**src/rtl/cpu_mc_core.sv**
```systemverilog
`default_nettype none
// +--------------------------------------------------------------------------+
// | cpu_mc_core: multi-cycle FETCH/EXEC CPU with a valid/ready fetch port     |
// | and a registered retire port.                                             |
// | Rev 1.0 - initial release                                                 |
// +--------------------------------------------------------------------------+
module cpu_mc_core #(
  parameter int          DATA_W   = 8,
  parameter int          REG_N    = 8,
  parameter logic [31:0] RESET_PC = 32'h0000_0000,
  localparam int         RA_W     = $clog2(REG_N)
) (
  input  logic              clk,
  input  logic              rst,
  output logic              imem_req,
  output logic [31:0]       imem_addr,
  input  logic              imem_valid,
  input  logic [31:0]       imem_instr,
  output logic              halted,
  output logic              illegal,
  output logic              retire_valid,
  output logic [31:0]       retire_pc,
  output logic              retire_wr_en,
  output logic [RA_W-1:0]   retire_rd,
  output logic [DATA_W-1:0] retire_data
);

  typedef enum logic [1:0] {
    ST_FETCH = 2'd0,
    ST_EXEC  = 2'd1,
    ST_HALT  = 2'd2
  } state_t;

  localparam logic [7:0] c_op_loadi = 8'h00;
  localparam logic [7:0] c_op_mov   = 8'h01;
  localparam logic [7:0] c_op_add   = 8'h02;
  localparam logic [7:0] c_op_sub   = 8'h03;
  localparam logic [7:0] c_op_and   = 8'h04;
  localparam logic [7:0] c_op_or    = 8'h05;
  localparam logic [7:0] c_op_j     = 8'h06;
  localparam logic [7:0] c_op_beq   = 8'h07;
  localparam logic [7:0] c_op_halt  = 8'h08;

  state_t            r_state;
  logic              r_req;
  logic [31:0]       r_pc;
  logic [31:0]       r_ir;
  logic [DATA_W-1:0] r_regs [REG_N];
  logic              r_halted;
  logic              r_illegal;
  logic              r_ret_valid;
  logic [31:0]       r_ret_pc;
  logic              r_ret_wr;
  logic [RA_W-1:0]   r_ret_rd;
  logic [DATA_W-1:0] r_ret_data;

  logic [7:0]        w_op;
  logic [RA_W-1:0]   w_rd;
  logic [DATA_W-1:0] w_a;
  logic [DATA_W-1:0] w_b;
  logic [DATA_W-1:0] w_imm;
  logic [31:0]       w_off;
  logic [31:0]       w_target;
  logic              w_wr;
  logic [DATA_W-1:0] w_data;
  logic [31:0]       w_pc_next;
  logic              w_stop;
  logic              w_ill;
  logic              w_unused_fields;

  assign w_op     = r_ir[31:24];
  assign w_rd     = r_ir[16 +: RA_W];
  assign w_a      = r_regs[r_ir[8 +: RA_W]];
  assign w_b      = r_regs[r_ir[0 +: RA_W]];
  assign w_imm    = DATA_W'($signed(r_ir[7:0]));
  assign w_off    = 32'($signed(r_ir[23:16]));
  assign w_target = r_pc + 32'd4 + (w_off << 2);
  // Register-index fields may be wider than RA_W; the surplus bits are don't-care.
  assign w_unused_fields = ^{r_ir[15:8], r_ir[7:0]};

  always_comb begin
    w_wr      = 1'b0;
    w_data    = '0;
    w_pc_next = r_pc + 32'd4;
    w_stop    = 1'b0;
    w_ill     = 1'b0;
    case (w_op)
      c_op_loadi: begin w_wr = 1'b1; w_data = w_imm;       end
      c_op_mov:   begin w_wr = 1'b1; w_data = w_b;         end
      c_op_add:   begin w_wr = 1'b1; w_data = w_a + w_b;   end
      c_op_sub:   begin w_wr = 1'b1; w_data = w_a - w_b;   end
      c_op_and:   begin w_wr = 1'b1; w_data = w_a & w_b;   end
      c_op_or:    begin w_wr = 1'b1; w_data = w_a | w_b;   end
      c_op_j:     w_pc_next = w_target;
      c_op_beq:   if (w_a == w_b) w_pc_next = w_target;
      c_op_halt:  w_stop = 1'b1;
      default:    begin w_stop = 1'b1; w_ill = 1'b1; end
    endcase
  end

  always_ff @(posedge clk or negedge rst) begin
    if (!rst) begin
      r_state     <= ST_FETCH;
      r_req       <= 1'b0;
      r_pc        <= RESET_PC;
      r_ir        <= '0;
      r_halted    <= 1'b0;
      r_illegal   <= 1'b0;
      r_ret_valid <= 1'b0;
      r_ret_pc    <= '0;
      r_ret_wr    <= 1'b0;
      r_ret_rd    <= '0;
      r_ret_data  <= '0;
      for (int i = 0; i < REG_N; i++) r_regs[i] <= '0;
    end else begin
      r_ret_valid <= 1'b0;
      case (r_state)
        ST_FETCH: begin
          // The request only counts once it has been visible for a cycle.
          if (r_req && imem_valid) begin
            r_ir    <= imem_instr;
            r_req   <= 1'b0;
            r_state <= ST_EXEC;
          end else begin
            r_req <= 1'b1;
          end
        end
        ST_EXEC: begin
          r_ret_valid <= 1'b1;
          r_ret_pc    <= r_pc;
          r_ret_wr    <= w_wr;
          if (w_wr) begin
            r_ret_rd   <= w_rd;
            r_ret_data <= w_data;
          end
          if (w_stop) begin
            r_state   <= ST_HALT;
            r_halted  <= 1'b1;
            r_illegal <= w_ill;
          end else begin
            if (w_wr) r_regs[w_rd] <= w_data;
            r_pc    <= w_pc_next;
            r_req   <= 1'b1;
            r_state <= ST_FETCH;
          end
        end
        ST_HALT: r_req <= 1'b0;
        default: r_state <= ST_HALT;
      endcase
    end
  end

  assign imem_req     = r_req;
  assign imem_addr    = r_pc;
  assign halted       = r_halted;
  assign illegal      = r_illegal;
  assign retire_valid = r_ret_valid;
  assign retire_pc    = r_ret_pc;
  assign retire_wr_en = r_ret_wr;
  assign retire_rd    = r_ret_rd;
  assign retire_data  = r_ret_data;

endmodule
`default_nettype wire

```
**config.mk**
```make
export PLATFORM = sky130hd
export DESIGN_NAME = cpu_mc_core
export DESIGN_NICKNAME = d
export VERILOG_FILES = /design/src/rtl/cpu_mc_core.sv
export SDC_FILE = /design/constraint.sdc
export NUM_CORES = 1
export LEC_CHECK = 0
export ABC_CLOCK_PERIOD_IN_PS = 10600
export BUFFER_PORTS_ARGS = -buffer_cell sky130_fd_sc_hd__buf_2
export CAP_MARGIN = 20
export CORE_MARGIN = 1
export CORE_UTILIZATION = 65
export DETAILED_ROUTE_END_ITERATION = 7
export PLACE_DENSITY = 0.87
export SYNTH_ARGS = -nofsm -noshare
export SYNTH_HDL_FRONTEND = slang
export SYNTH_SLANG_ARGS = --single-unit
```
**constraint.sdc**
```tcl
create_clock -name clk -period 10.6 [get_ports clk]
set_input_delay 0 -clock clk [delete_from_list [all_inputs] [get_ports clk]]
set_output_delay 0 -clock clk [all_outputs]
set_load 0.02 [all_outputs]
```
## After elaboration in Yosys (flattened, before gate mapping)

Cells that the tools add are included.

- Bitwise operators: 7
- Shifts and indexed selects: 0
- Add/sub/neg operators: 4
- Reductions and logical operators: 15
- Multipliers: 0
- $lt $le $gt $ge: 4
- Multiplexer cells: 21
- Div/mod/pow operators: 0
- Equality and inequality tests: 13

Operators with widths:

| operator | count |
|---|---|
| 64-bit bitwise mux | 1 |
| 32-bit one-hot mux with 2 select lines | 1 |
| 8-bit binary-select mux with 3-bit select | 2 |
| 8-bit one-hot mux with 6 select lines | 1 |
| 8-bit 2-to-1 mux | 5 |
| 32-bit by 3-bit adder with 32-bit output, second input constant | 1 |
| 32-bit adder | 1 |
| 8-bit by 3-bit == test with 1-bit output, second input constant | 4 |
| 32-bit 2-to-1 mux | 1 |
| 8-bit demux with 3-bit select | 1 |
| 8-bit by 2-bit == test with 1-bit output, second input constant | 2 |
| 4-bit greater-or-equal comparator, second input constant | 3 |
| 3-bit inverter with 4-bit output | 3 |
| 2-bit AND reduction | 6 |
| 9-bit OR reduction | 1 |
| 8-bit adder | 1 |
| 8-bit bitwise AND | 1 |
| 8-bit by 1-bit == test with 1-bit output, second input constant | 1 |
| 8-bit by 4-bit == test with 1-bit output, second input constant | 1 |
| 8-bit == test | 1 |
| 8-bit logical NOT | 1 |
| 8-bit bitwise OR | 1 |
| 8-bit OR reduction | 1 |
| 8-bit subtractor | 1 |
| 14 further kinds | 22 |

- Bits in read-only memories: 0
- RAM bits: 0
- Output and inout port bits: 80
- Register bits: 178
- Logic and storage cells: 83
- Memories: 0
- Bits in latches: 0
- Input bits: 35

## Longest topological paths before layout

Gate-level depths: netlist of the first run.

- Depth after elaboration: 7
- Mapped depth: 18
- Mapped depth without buffers: 16

## Least setup slack after synthesis of the first run

OpenSTA, ideal clock, no wires.

- Path kind: register -> register
- From: reg r_ir[8]
- To: reg r_regs[22] (netlist bit)
- Clock period less this slack: 4167 ps
- Setup time: 125 ps
- Required time: 10475 ps
- Arrival: 4043 ps
- Path slack: 6433 ps
- Cell stages (with the launch flop): 17
- Path through: dfrtp_1 > clkbuf_1 > buf_1 > mux4_2 > mux2i_1 > inv_1 > ha_1 > fa_1 > a21oi_1 > o21bai_1 > a21o_1 > a21oi_1 > nor2_1 > a21oi_1 > xor2_1 > o22ai_1 > mux2_2

- Cells in the longest elaborated chain, start to end: 7

Ends and longest elaborated chain:

| what | RTL line | text |
|---|---|---|
| start: declaration | 47 | `logic [31:0] r_ir;` |
| start signal: assignment | 121 | `r_ir <= imem_instr;` |
| 3-bit inverter with 4-bit output (implied by the code) * | 73 | `assign w_a = r_regs[r_ir[8 +: RA_W]];` |
| 8-bit binary-select mux with 3-bit select * | 73 |  |
| 8-bit 2-to-1 mux (implied by the code) * (2 in series) | 73 |  |
| 8-bit subtractor (tied with other cells) | 91 | `c_op_sub: begin w_wr = 1'b1; w_data = w_a - w_b; end` |
| 8-bit one-hot mux with 6 select lines * | 87 | `case (w_op)` |
| 64-bit bitwise mux * | 141 | `if (w_wr) r_regs[w_rd] <= w_data;` |
| end signal: indexed assignment | 141 |  |
| end: declaration | 48 | `logic [DATA_W-1:0] r_regs [REG_N];` |

Mark *: on every way between the ends. The rest lies on a longest branch, timed or not. The select of a mux whose other input is x is not followed.
A chain may end at the register's enable or synchronous reset.

## Worst setup path in the final report of the first run

Same ends and word-level chain as after synthesis.

==> metrics.md, run 1 <==
| Metric | Value |
|---|---|
| Comb pwr share | 2.2% |
| Root buffer cell | clkbuf_16 |
| TNS Setup | 0 ns |
| Synth top area cells | dfrtp_1 (38%), mux2_2 (13%), ha_1 (7.0%) |
| Slew HR | 34.44% |
| Chip height | 132.1 um |
| Clock-pin slew on the worst setup and hold paths | 0.07 ns |
| Post-Syn Instances | 1011 |
| Latest clock arrival within the worst-skew pair | 0.45 ns |
| Unique cell type count in the Yosys netlist | 75 |
| Setup slack, reg-to-reg | 5.93 ns |
| Initial Utilization | approximately 66% |
| GRT Total Usage | 33.37% |
| Ys flop type | dfrtp_1 |
| Achievable clock frequency | 214.2 MHz |
| Layout Skew | 0.01290 ns |
| Clock Sinks | 169 |
| Post_cts resized | 0 |
| Gp weighted congestion | 0.9278 |
| Die area | 0.01746 mm2 |
| Clock buffer depth | 2 |
| Crit end category | flop |
| Period utilization | between 40 and 50% |
| DP Worst Slack | roughly 5.9 ns |
| Power density over cell area | roughly 100 mW/mm2 |
| Syn Area/Cell | around 11 um2 |
| Clock network fraction of total power | 48.5% |
| Post-synth EDFFs | 0 |
| CP max FO | 10 |
| DRC viols | 0 |
| Vias in the first global route | approximately 8.8k |
| Avg WL per Cell | 20.68 um |
| Commonest cells post-synth | dfrtp_1 (169), mux2_2 (126), a21oi_1 (79) |
| CP required | 10.98 ns |
| Placed cell area | 0.01164 mm2 |
| Count of final hold-check violations | 0 |
| Flops & latches, synth | approximately 170 |
| Drt initial violations | 807 |
| Worst-Margin Slew | 0.9792 ns |
| Sw Pwr | slightly below 0.0003 W |
| Sw Share | 22.56% |
| Synth async-reset ratio | 100.0% |
| HPWL after DPL | between 15000 and 20000 um |
| Global-route wire length before repair | 45320 um |
| Largest net degree at the start of global routing | 93 |
| I/O pin count | 115 |
| Cell Int Power | slightly above 0.001 W |
| Worst Path Arrival | 5.05 ns |
| Critical path class | flop to flop |
| Area of the multi-input gates | roughly 0.0064 mm2 |
| First-pass DRT Iterations | 5 |
| Post-Layout Inst Area | 0.01259 mm2 |
| Filler cell count in the final layout | 1034 |
| Ant diodes | 0 |
| Number of core rows | 47 |
| Area grow syn2layout | 14.39% |
| Die Wd | around 130 um |
| Via density | 6.471 |
| Final ANT Viol Nets | 0 |
| RSZ-0062 raised after global routing | false |
| Pleak | 6.270 nW |
| Cell taking the most area after synthesis | dfrtp_1 |
| Grt ovf | 0 |
| Synth warn | 0 |
| Nets@finish | around 1.2k |
| Drt total wl | between 20000 and 30000 um |
| Yosys top cell area share | 38.42% |
| Total power | approximately 0.0013 W |
| Initial antenna violation count | 0 |
| PnR worst setup slack | approximately 5.9 ns |
| Max-cap viol count | 0 |
| Core Area | 0.01658 mm2 |
| Fin. max-slew vios | 0 |
| Worst Hold Class | primary input to asynchronous set/reset pin |
| Hold WS | ~0.17 ns |
| Worst VDD drop | about 0.13 mV |
| Reg area | 0.004229 mm2 |
| Via count | between 8k and 9k |
| Seq/Total Area, Yosys | between 30 and 40% |
| Crit path time final | 4.668 ns |
| Top-count cell post-synth | dfrtp_1 |
| Status | completed |
| Share of layout cells above drive strength 1 | 29.64% |
| CTS tree | yes |
| Post-synthesis cell area | 0.01101 mm2 |
| Num CTS Buffers | 17 |
| Setup Viol. Count Final | 0 |
| PortBufs | roughly 110 |
| Setup crit start kind | flop |
| Sequential group share of total power | 49.4% |
| H-tree lvl count | 4 |
kinds of logic after synthesis:
kind of cell | Yosys count | share of synthesized area, %
and+or+nand+nor | 224 | 10.52
AOI/OAI and AO/OA | 220 | 12.89
muxes | 185 | 22.53
DFF | 169 | 38.42
buffers and inverters | 90 | 3.410
adders and majority gates | 65 | 7.593
xor gates and xnor gates | 57 | 4.604
other | 1 | 0.03407
repair_timing:
item                       in CTS  in global routing
hold endpoints to repair      119                  0
buffers inserted                0                  0
hold buffers                   30                  0
setup endpoints to repair       0                  0
path summary, 6_finish.rpt:
check,startpoint,endpoint,cells after the start
setup / recovery,r_ir[8],r_regs[22],15
hold / removal,rst,r_ir[5],2
setup reg to reg,r_ir[8],r_regs[22],15
hold reg to reg,retire_data[0],retire_data[0],2
max in group asynchronous,rst,imem_addr[15],3
min in group clk,imem_instr[22],r_ir[22],3
through the flow:
stage | util [%] | cells
detailed placement | 70.17 | 1292
global placement | 70.17 | 1292
CTS | 75.50 | 1354
floorplan | - | 1014
global route | 75.92 | 1357
finish | 75.92 | 1357
worst max-delay path, cell delays in order (launching register included):
cell and delay [ns]:
dfrtp_1 0.74, buf_8 0.24, mux4_2 0.52, mux2i_1 0.30, inv_1 0.08, ha_1 0.26, fa_1 0.47, a21oi_1 0.21
o21bai_1 0.12, a21o_1 0.19, a21oi_1 0.14, nor2_1 0.05, a21oi_1 0.17, xor2_1 0.09, o22ai_1 0.67, mux2_2 0.33
placed cells by master, fill, tap and decap left out, drive strengths merged, types with 13 or more instances in the layout:
cell and n:
mux4 34, inv 41, dlygate4sd3 30, clkbuf 19, dfrtp 169, a21o 24
ha 62, and3 16, nor2 57, nand2 70, nor3 17, a21oi 79
xor2 23, mux2i 13, buf 114, xnor2 34, mux2 138, nand3 21
o21ai 45
flip-flops by register name (all words and copies together), names as in the netlist:
signal        flops
r_state           2
retire_pc        30
retire_data       8
retire_wr_en      1
retire_valid      1
imem_req          1
halted            1
retire_rd         3
r_ir             27
illegal           1
imem_addr        30
r_regs           64
power by group through the flow:
| stage | sequential [W] | clock (W) | combinational [W] |
|---|---|---|---|
| 6_report | 0.000645 | 0.000633 | 0.0000282 |
| 5_1_grt | 0.000644 | 0.000658 | 0.0000320 |
| 4_1_cts | 0.000645 | 0.000635 | 0.0000288 |
| 3_5_place_dp | 0.000657 | 0 | 0.0000203 |
| 3_3_place_gp | 0.000657 | 0 | 0.0000199 |
| 2_1_floorplan | 0.000657 | 0 | 0.00000248 |
routing by layer:
layer  vias to the layer above  wire [um]  share of wire, %  global-route usage, %
met5                         -          0                 0                      0
met4                         0        824               2.9                  14.15
met3                        85       2088               7.4                  6.651
met2                       447      13740                49                  54.59
met1                      4331      11410                41                  43.60
li1                       3918          -                 -                      -
area by class of cell:
type	count	area share, %
multi-input combinational	755	50.96
sequential	169	33.59
timing repair buffer	144	7.523
clock buffer	19	3.518
tap	220	2.186
clock inverter	13	1.123
inverter	37	1.103
Power figures use the tool's default switching activity.
==> inputs of run 2 (changes only) <==
- ABC_CLOCK_PERIOD_IN_PS: 10600 -> 4500
- CORE_UTILIZATION: 65 -> 60
- PLACE_DENSITY: 0.87 -> 0.81
- clock period: 10.6 -> 4.5 ns (I/O delays scaled with it)
==> metrics.md, run 2 (synthesis results as in run 1) <==
| Metric | Value |
|---|---|
| Commonest non-fill, non-tap cells in the layout | dfrtp_1 (169), mux2_2 (126), buf_2 (104), a21oi_1 (79), nand2_1 (68) (unchanged) |
| Crit end category | flop (unchanged) |
| CP max FO | 26 (was 10) |
| Grt ovf | 0 (unchanged) |
| Fin. max-slew vios | 0 (unchanged) |
| HPWL after DPL | 17910 um (was 18130 um) |
| Power density over cell area | 240.0 mW/mm2 (was 103.7 mW/mm2) |
| Status | completed (unchanged) |
| Gp weighted congestion | 0.9480 (was 0.9278) |
| Reg2Reg Depth | 13 (was 15) |
| Slowest stage delay, CP | 0.71 ns (was 0.74 ns) |
| Commonest non-fill, non-tap cell in the layout | dfrtp_1 (unchanged) |
| Period utilization | 94.49% (was 44.04%) |
| DRC viols | 0 (unchanged) |
| Via density | 6.208 (was 6.471) |
| Worst Path Arrival | 4.55 ns (was 5.05 ns) |
| Final ANT Viol Nets | 0 (unchanged) |
| Chip height | 137.4 um (was 132.1 um) |
| Crit path top cell by count | nand2_1 (was a21oi_1) |
| Critical path class | flop to flop (unchanged) |
| Global-route wire length before repair | 42780 um (was 45320 um) |
| Placed cell area | 0.01177 mm2 (was 0.01164 mm2) |
| Initial antenna violation count | 0 (unchanged) |
| CP max stage cell | dfrtp_1 (unchanged) |
| Post-Layout Inst Area | 0.01264 mm2 (was 0.01259 mm2) |
| Avg WL per Cell | 19.54 um (was 20.68 um) |
| Clock buffer depth | 2 (unchanged) |
| Die Wd | 137.4 um (was 132.1 um) |
| Root buffer cell | clkbuf_16 (unchanged) |
| CP Cell Sequence | buf_4, mux4_2, mux2i_1, ha_1, nor4_1, a21oi_1, nor2_1, nand2_1, buf_4, nand2_1, nand2_1, a21oi_1, o21ai_0 (was buf_8, mux4_2, mux2i_1, inv_1, ha_1, fa_1, a21oi_1, o21bai_1, a21o_1, a21oi_1, nor2_1, a21oi_1, xor2_1, o22ai_1, mux2_2) |
| CP required | 4.80 ns (was 10.98 ns) |
| Drt initial violations | 748 (was 807) |
| Clock Sinks | 169 (unchanged) |
| Area grow syn2layout | 14.83% (was 14.39%) |
| Reg2reg end | imem_addr[20] (was r_regs[22]) |
| Latest clock arrival within the worst-skew pair | 0.44 ns (was 0.45 ns) |
| I/O pin count | 115 (unchanged) |
| Count of final hold-check violations | 0 (unchanged) |
| CTS tree | yes (unchanged) |
| Total power | 0.003033 W (was 0.001306 W) |
| Worst VDD drop | 0.3082 mV (was 0.1270 mV) |
| Slew HR | 31.51% (was 34.44%) |
| Crit path time final | 4.252 ns (was 4.668 ns) |
| Nets@finish | 1235 (was 1224) |
| Initial Utilization | 61.27% (was 66.37%) |
| Max-cap viol count | 0 (unchanged) |
| Setup crit start kind | flop (unchanged) |
| Layout Skew | 0.007891 ns (was 0.01290 ns) |
| Die area | 0.01889 mm2 (was 0.01746 mm2) |
| Pleak | 6.293 nW (was 6.270 nW) |
| Worst Hold Class | primary input to asynchronous set/reset pin (unchanged) |
| Postcts setup bufs | 0 (unchanged) |
| Clock-pin slew on the worst setup and hold paths | 0.07 ns (about the same) |
| Core Area | 0.01796 mm2 (was 0.01658 mm2) |
| Setup slack, reg-to-reg | 0.25 ns (was 5.93 ns) |
| Number of core rows | 49 (was 47) |
| GRT Total Usage | 29.83% (was 33.37%) |
| Share of layout cells above drive strength 1 | 30.51% (was 29.64%) |
| H-tree lvl count | 4 (unchanged) |
| Ant diodes | 0 (unchanged) |
| Vias in the first global route | 8378 (was 8765) |
| Max reg flops | 64 (unchanged) |
| First-pass DRT Iterations | 5 (unchanged) |
| Num CTS Buffers | 17 (unchanged) |
| Reg with most FFs | r_regs (unchanged) |
| Drt total wl | 26880 um (was 28060 um) |
| TNS Setup | 0 ns (unchanged) |
| RR Startpoint | r_ir[8] (unchanged) |
| Achievable clock frequency | 235.2 MHz (was 214.2 MHz) |
| Worst-Margin Slew | 1.023 ns (was 0.9792 ns) |
| Setup Viol. Count Final | 0 (unchanged) |
| Largest net degree at the start of global routing | 79 (was 93) |
| PortBufs | 105 (unchanged) |
| Via count | 8542 (was 8781) |
| RSZ-0062 raised after global routing | false (unchanged) |
| Filler cell count in the final layout | 1282 (was 1034) |
[run 2: cell count changes in the layout (fill, tap and decap cells not counted), moves of 2 or more]
| cell | previous run | this run |
|---|---|---|
| buf_4 | 6 | 20 |
| buf_16 | 2 | 0 |
| clkinv_2 | 4 | 2 |
| clkinvlp_4 | 0 | 3 |
| inv_6 | 4 | 2 |
[run 2: repair_timing]
| action | CTS | global route |
|---|---|---|
| endpoints found under the setup margin | 0 | 4 |
| hold endpoints to repair | 104 | 0 |
| hold buffers | 29 | 0 |
| resized for setup | 0 | 1 |
[run 2: through the flow]
| stage | hold slack (ns) | util, % | instances | worst slack [ns] |
|---|---|---|---|---|
| 2_1_floorplan | -0.2956 | - | 1014 | 0.3326 |
| 3_3_place_gp | 0.09493 | 65.54 | 1316 | 0.4142 |
| 3_5_place_dp | 0.09369 | 65.54 | 1316 | 0.2739 |
| 4_1_cts | 0.1978 | 70.33 | 1376 | 0.2226 |
| 5_1_grt | 0.2652 | 70.36 | 1376 | 0.03027 |
| 6_report | 0.1435 | 70.36 | 1376 | 0.2481 |
[run 2: worst max-delay path by stage]
stage / from / to / slack [ns]
floorplan: r_ir[8] / r_regs[30] / 0.33
global placement: r_ir[8] / r_regs[22] / 0.41
detailed placement: r_ir[8] / r_regs[62] / 0.27
CTS: r_ir[8] / r_regs[62] / 0.22
global route: r_ir[8] / imem_addr[20] / 0.03
finish: r_ir[8] / imem_addr[20] / 0.25
[run 2: report_power, final]
part | internal [W] | switching (W) | total [W]
clock network | 0.000795 | 0.000653 | 0.00145
registers | 0.00152 | 0 | 0.00152
logic | 0.0000270 | 0.0000398 | 0.0000668
total | 0.00234 | 0.000693 | 0.00303
[run 2: worst max-delay path: cells and delay by family, from the launching register on]
kind | cells | cell delay [ns]
AND/OR/NAND/NOR | 5 | 1.08
multiplexers | 2 | 0.89
flip-flops | 1 | 0.71
buffers and inverters | 2 | 0.62
AO/OA/AOI/OAI | 3 | 0.42
adder cells (fa/ha/maj) | 1 | 0.35
[run 2: cell type report]
| type | instances | area (um2) | share of cell area [%] |
|---|---|---|---|
| multi-input combinational | 755 | 6422 | 50.81 |
| clock inverter | 12 | 117.6 | 0.9305 |
| tap | 229 | 286.5 | 2.267 |
| clock buffer | 19 | 452.9 | 3.583 |
| inverter | 37 | 138.9 | 1.099 |
| timing repair buffer | 155 | 992.2 | 7.850 |
| sequential | 169 | 4229 | 33.46 |
[run 2: layer usage]
layer / track usage [%] / vias to the layer above / wire (um)
li1: - / 3928 / -
met5: 0 / - / 0
met4: 10.56 / 0 / 516
met2: 48.46 / 300 / 12920
met3: 4.820 / 43 / 1366
met1: 40.38 / 4271 / 12080
==> inputs of run 3 (changes only) <==
- CORE_UTILIZATION: 60 -> 62
- CTS_BUF_LIST: unset -> sky130_fd_sc_hd__clkbuf_8
- PLACE_DENSITY: 0.81 -> 0.83
- RECOVER_POWER: unset -> 25
==> metrics.md, run 3 (synthesis results as in run 1) <==
| Metric | Value |
|---|---|
| Failing checks | max-capacitance violations, max-slew violations |
| Clock Sinks | 169 (unchanged) |
| H-tree lvl count | 4 (unchanged) |
| Worst Hold Class | primary input to flop (was primary input to asynchronous set/reset pin) |
| Chip height | 135.2 um (was 137.4 um) |
| Crit end category | flop (unchanged) |
| Num CTS Buffers | 17 (unchanged) |
| Max reg flops | 64 (unchanged) |
| GRT Total Usage | 29.83% (about the same) |
| Slew HR | -143.1% (was 31.51%) |
| Worst VDD drop | 0.1756 mV (was 0.3082 mV) |
| Achievable clock frequency | 240.7 MHz (was 235.2 MHz) |
| Root buffer cell | clkbuf_8 (was clkbuf_16) |
| Final core occ | 71.69% (was 70.36%) |
| Layout Skew | 0.01149 ns (was 0.007891 ns) |
| PortBufs | 105 (unchanged) |
| Ant diodes | 0 (unchanged) |
| CP required | 4.92 ns (was 4.80 ns) |
| Die area | 0.01829 mm2 (was 0.01889 mm2) |
| Vias in the first global route | 8393 (was 8378) |
| Setup Viol. Count Final | 0 (unchanged) |
| Fin. max-slew vios | 68 (was 0) |
| Die Wd | 135.2 um (was 137.4 um) |
| Via count | 8610 (was 8542) |
| Reg with most FFs | r_regs (unchanged) |
| DRC viols | 0 (unchanged) |
| CTS tree | yes (unchanged) |
| Worst Path Arrival | 4.57 ns (was 4.55 ns) |
| Status | finished, violations left (was completed) |
| Commonest non-fill, non-tap cells in the layout | dfrtp_1 (169), mux2_2 (126), a21oi_1 (79), nand2_1 (68), buf_2 (66) (was dfrtp_1 (169), mux2_2 (126), buf_2 (104), a21oi_1 (79), nand2_1 (68)) |
| Grt ovf | 0 (unchanged) |
| Initial Utilization | 63.64% (was 61.27%) |
| Setup crit start kind | flop (unchanged) |
| Area grow syn2layout | 12.65% (was 14.83%) |
| I/O pin count | 115 (unchanged) |
| Via density | 6.276 (was 6.208) |
| TNS Setup | 0 ns (unchanged) |
| Share of layout cells above drive strength 1 | 27.03% (was 30.51%) |
| Avg WL per Cell | 18.84 um (was 19.54 um) |
| Latest clock arrival within the worst-skew pair | 0.48 ns (was 0.44 ns) |
| Gp weighted congestion | 0.9074 (was 0.9480) |
| Clock-pin slew on the worst setup and hold paths | 0.09 ns (was 0.07 ns) |
| First-pass DRT Iterations | 5 (unchanged) |
| CP max FO | 18 (was 26) |
| Initial antenna violation count | 0 (unchanged) |
| Power density over cell area | 221.5 mW/mm2 (was 240.0 mW/mm2) |
| Crit path time final | 4.155 ns (was 4.252 ns) |
| RSZ-0062 raised after global routing | false (unchanged) |
| Number of core rows | 48 (was 49) |
| Drt total wl | 25840 um (was 26880 um) |
| Period utilization | 92.32% (was 94.49%) |
| Core Area | 0.01730 mm2 (was 0.01796 mm2) |
| Pleak | 6.049 nW (was 6.293 nW) |
| Critical path class | flop to flop (unchanged) |
| Clock buffer depth | 2 (unchanged) |
| Global-route wire length before repair | 42380 um (was 42780 um) |
| HPWL after DPL | 18090 um (was 17910 um) |
| Drt initial violations | 790 (was 748) |
| Largest net degree at the start of global routing | 68 (was 79) |
| Post_cts resized | 0 (unchanged) |
| Count of final hold-check violations | 0 (unchanged) |
| Nets@finish | 1234 (was 1235) |
| Commonest non-fill, non-tap cell in the layout | dfrtp_1 (unchanged) |
| Final ANT Viol Nets | 0 (unchanged) |
| Max-cap viol count | 1 (was 0) |
| Filler cell count in the final layout | 1215 (was 1282) |
| Worst-Margin Slew | 3.646 ns (was 1.023 ns) |
==> run 3: routing by layer <==
layer	vias to the layer above	GRT usage [%]	wire [um]
met4	0	9.613	379
met5	-	0	0
li1	3948	-	-
met3	34	4.826	1619
met1	4314	40.88	11320
met2	314	48.52	12530
==> run 3: cell type report <==
| class | instances | area, um2 | area share (%) |
|---|---|---|---|
| multi-input cells | 755 | 6416 | 51.75 |
| well taps | 225 | 281.5 | 2.270 |
| clock buffers | 18 | 247.7 | 1.998 |
| repair buffers | 154 | 917.1 | 7.397 |
| clock inverters | 14 | 168.9 | 1.362 |
| flip-flops and latches | 169 | 4229 | 34.11 |
| inverters | 37 | 138.9 | 1.120 |
==> run 3: worst max-delay path, cell delays in order, from the launching register on <==
cell	delay [ns]
dfrtp_1	0.87
mux4_2	0.43
mux2_2	0.33
inv_1	0.14
ha_1	0.29
a21o_1	0.19
a21o_1	0.19
a21o_1	0.19
a21oi_1	0.23
nor2_1	0.07
a21oi_1	0.16
xnor2_1	0.09
o22ai_1	0.62
mux2_2	0.29
==> run 3: final timing paths <==
path | cells past startpoint | to | from | slack, ns
worst min register to register | 1 | halted | halted | 0.49
max in group asynchronous | 3 | imem_addr[9] | rst | 1.00
worst max register to register | 13 | r_regs[5] | r_ir[1] | 0.35
worst min-delay path | 3 | r_ir[5] | imem_instr[5] | 0.28
min in group asynchronous | 2 | r_ir[5] | rst | 1.32
worst max-delay path | 13 | r_regs[5] | r_ir[1] | 0.35
==> run 3: report_power, final <==
group / internal [W] / leakage [nW] / total, W / switching [W]
sequential: 0.00152 / 2.36 / 0.00152 / 0
clock: 0.000567 / 0.210 / 0.00116 / 0.000596
combinational: 0.0000265 / 3.48 / 0.0000664 / 0.0000399
==> run 3: repair_timing <==
action | CTS | global route
buffers inserted | 0 | 0
endpoints found under the hold margin | 95 | 0
hold buffers | 29 | 0
==> run 3: metrics by stage <==
step	worst slack [ns]	hold WS [ns]	total power (W)	cell area (um2)	std cells
global route	0.05745	0.2820	0.002829	12400	1372
global placement	0.5653	0.03255	0.001595	11750	1311
CTS	0.4113	0.08914	0.002767	12450	1372
detailed placement	0.4332	0.03737	0.001596	11750	1311
finish	0.3454	0.2767	0.002746	12400	1372
floorplan	0.3326	-0.2956	0.001554	11020	1014
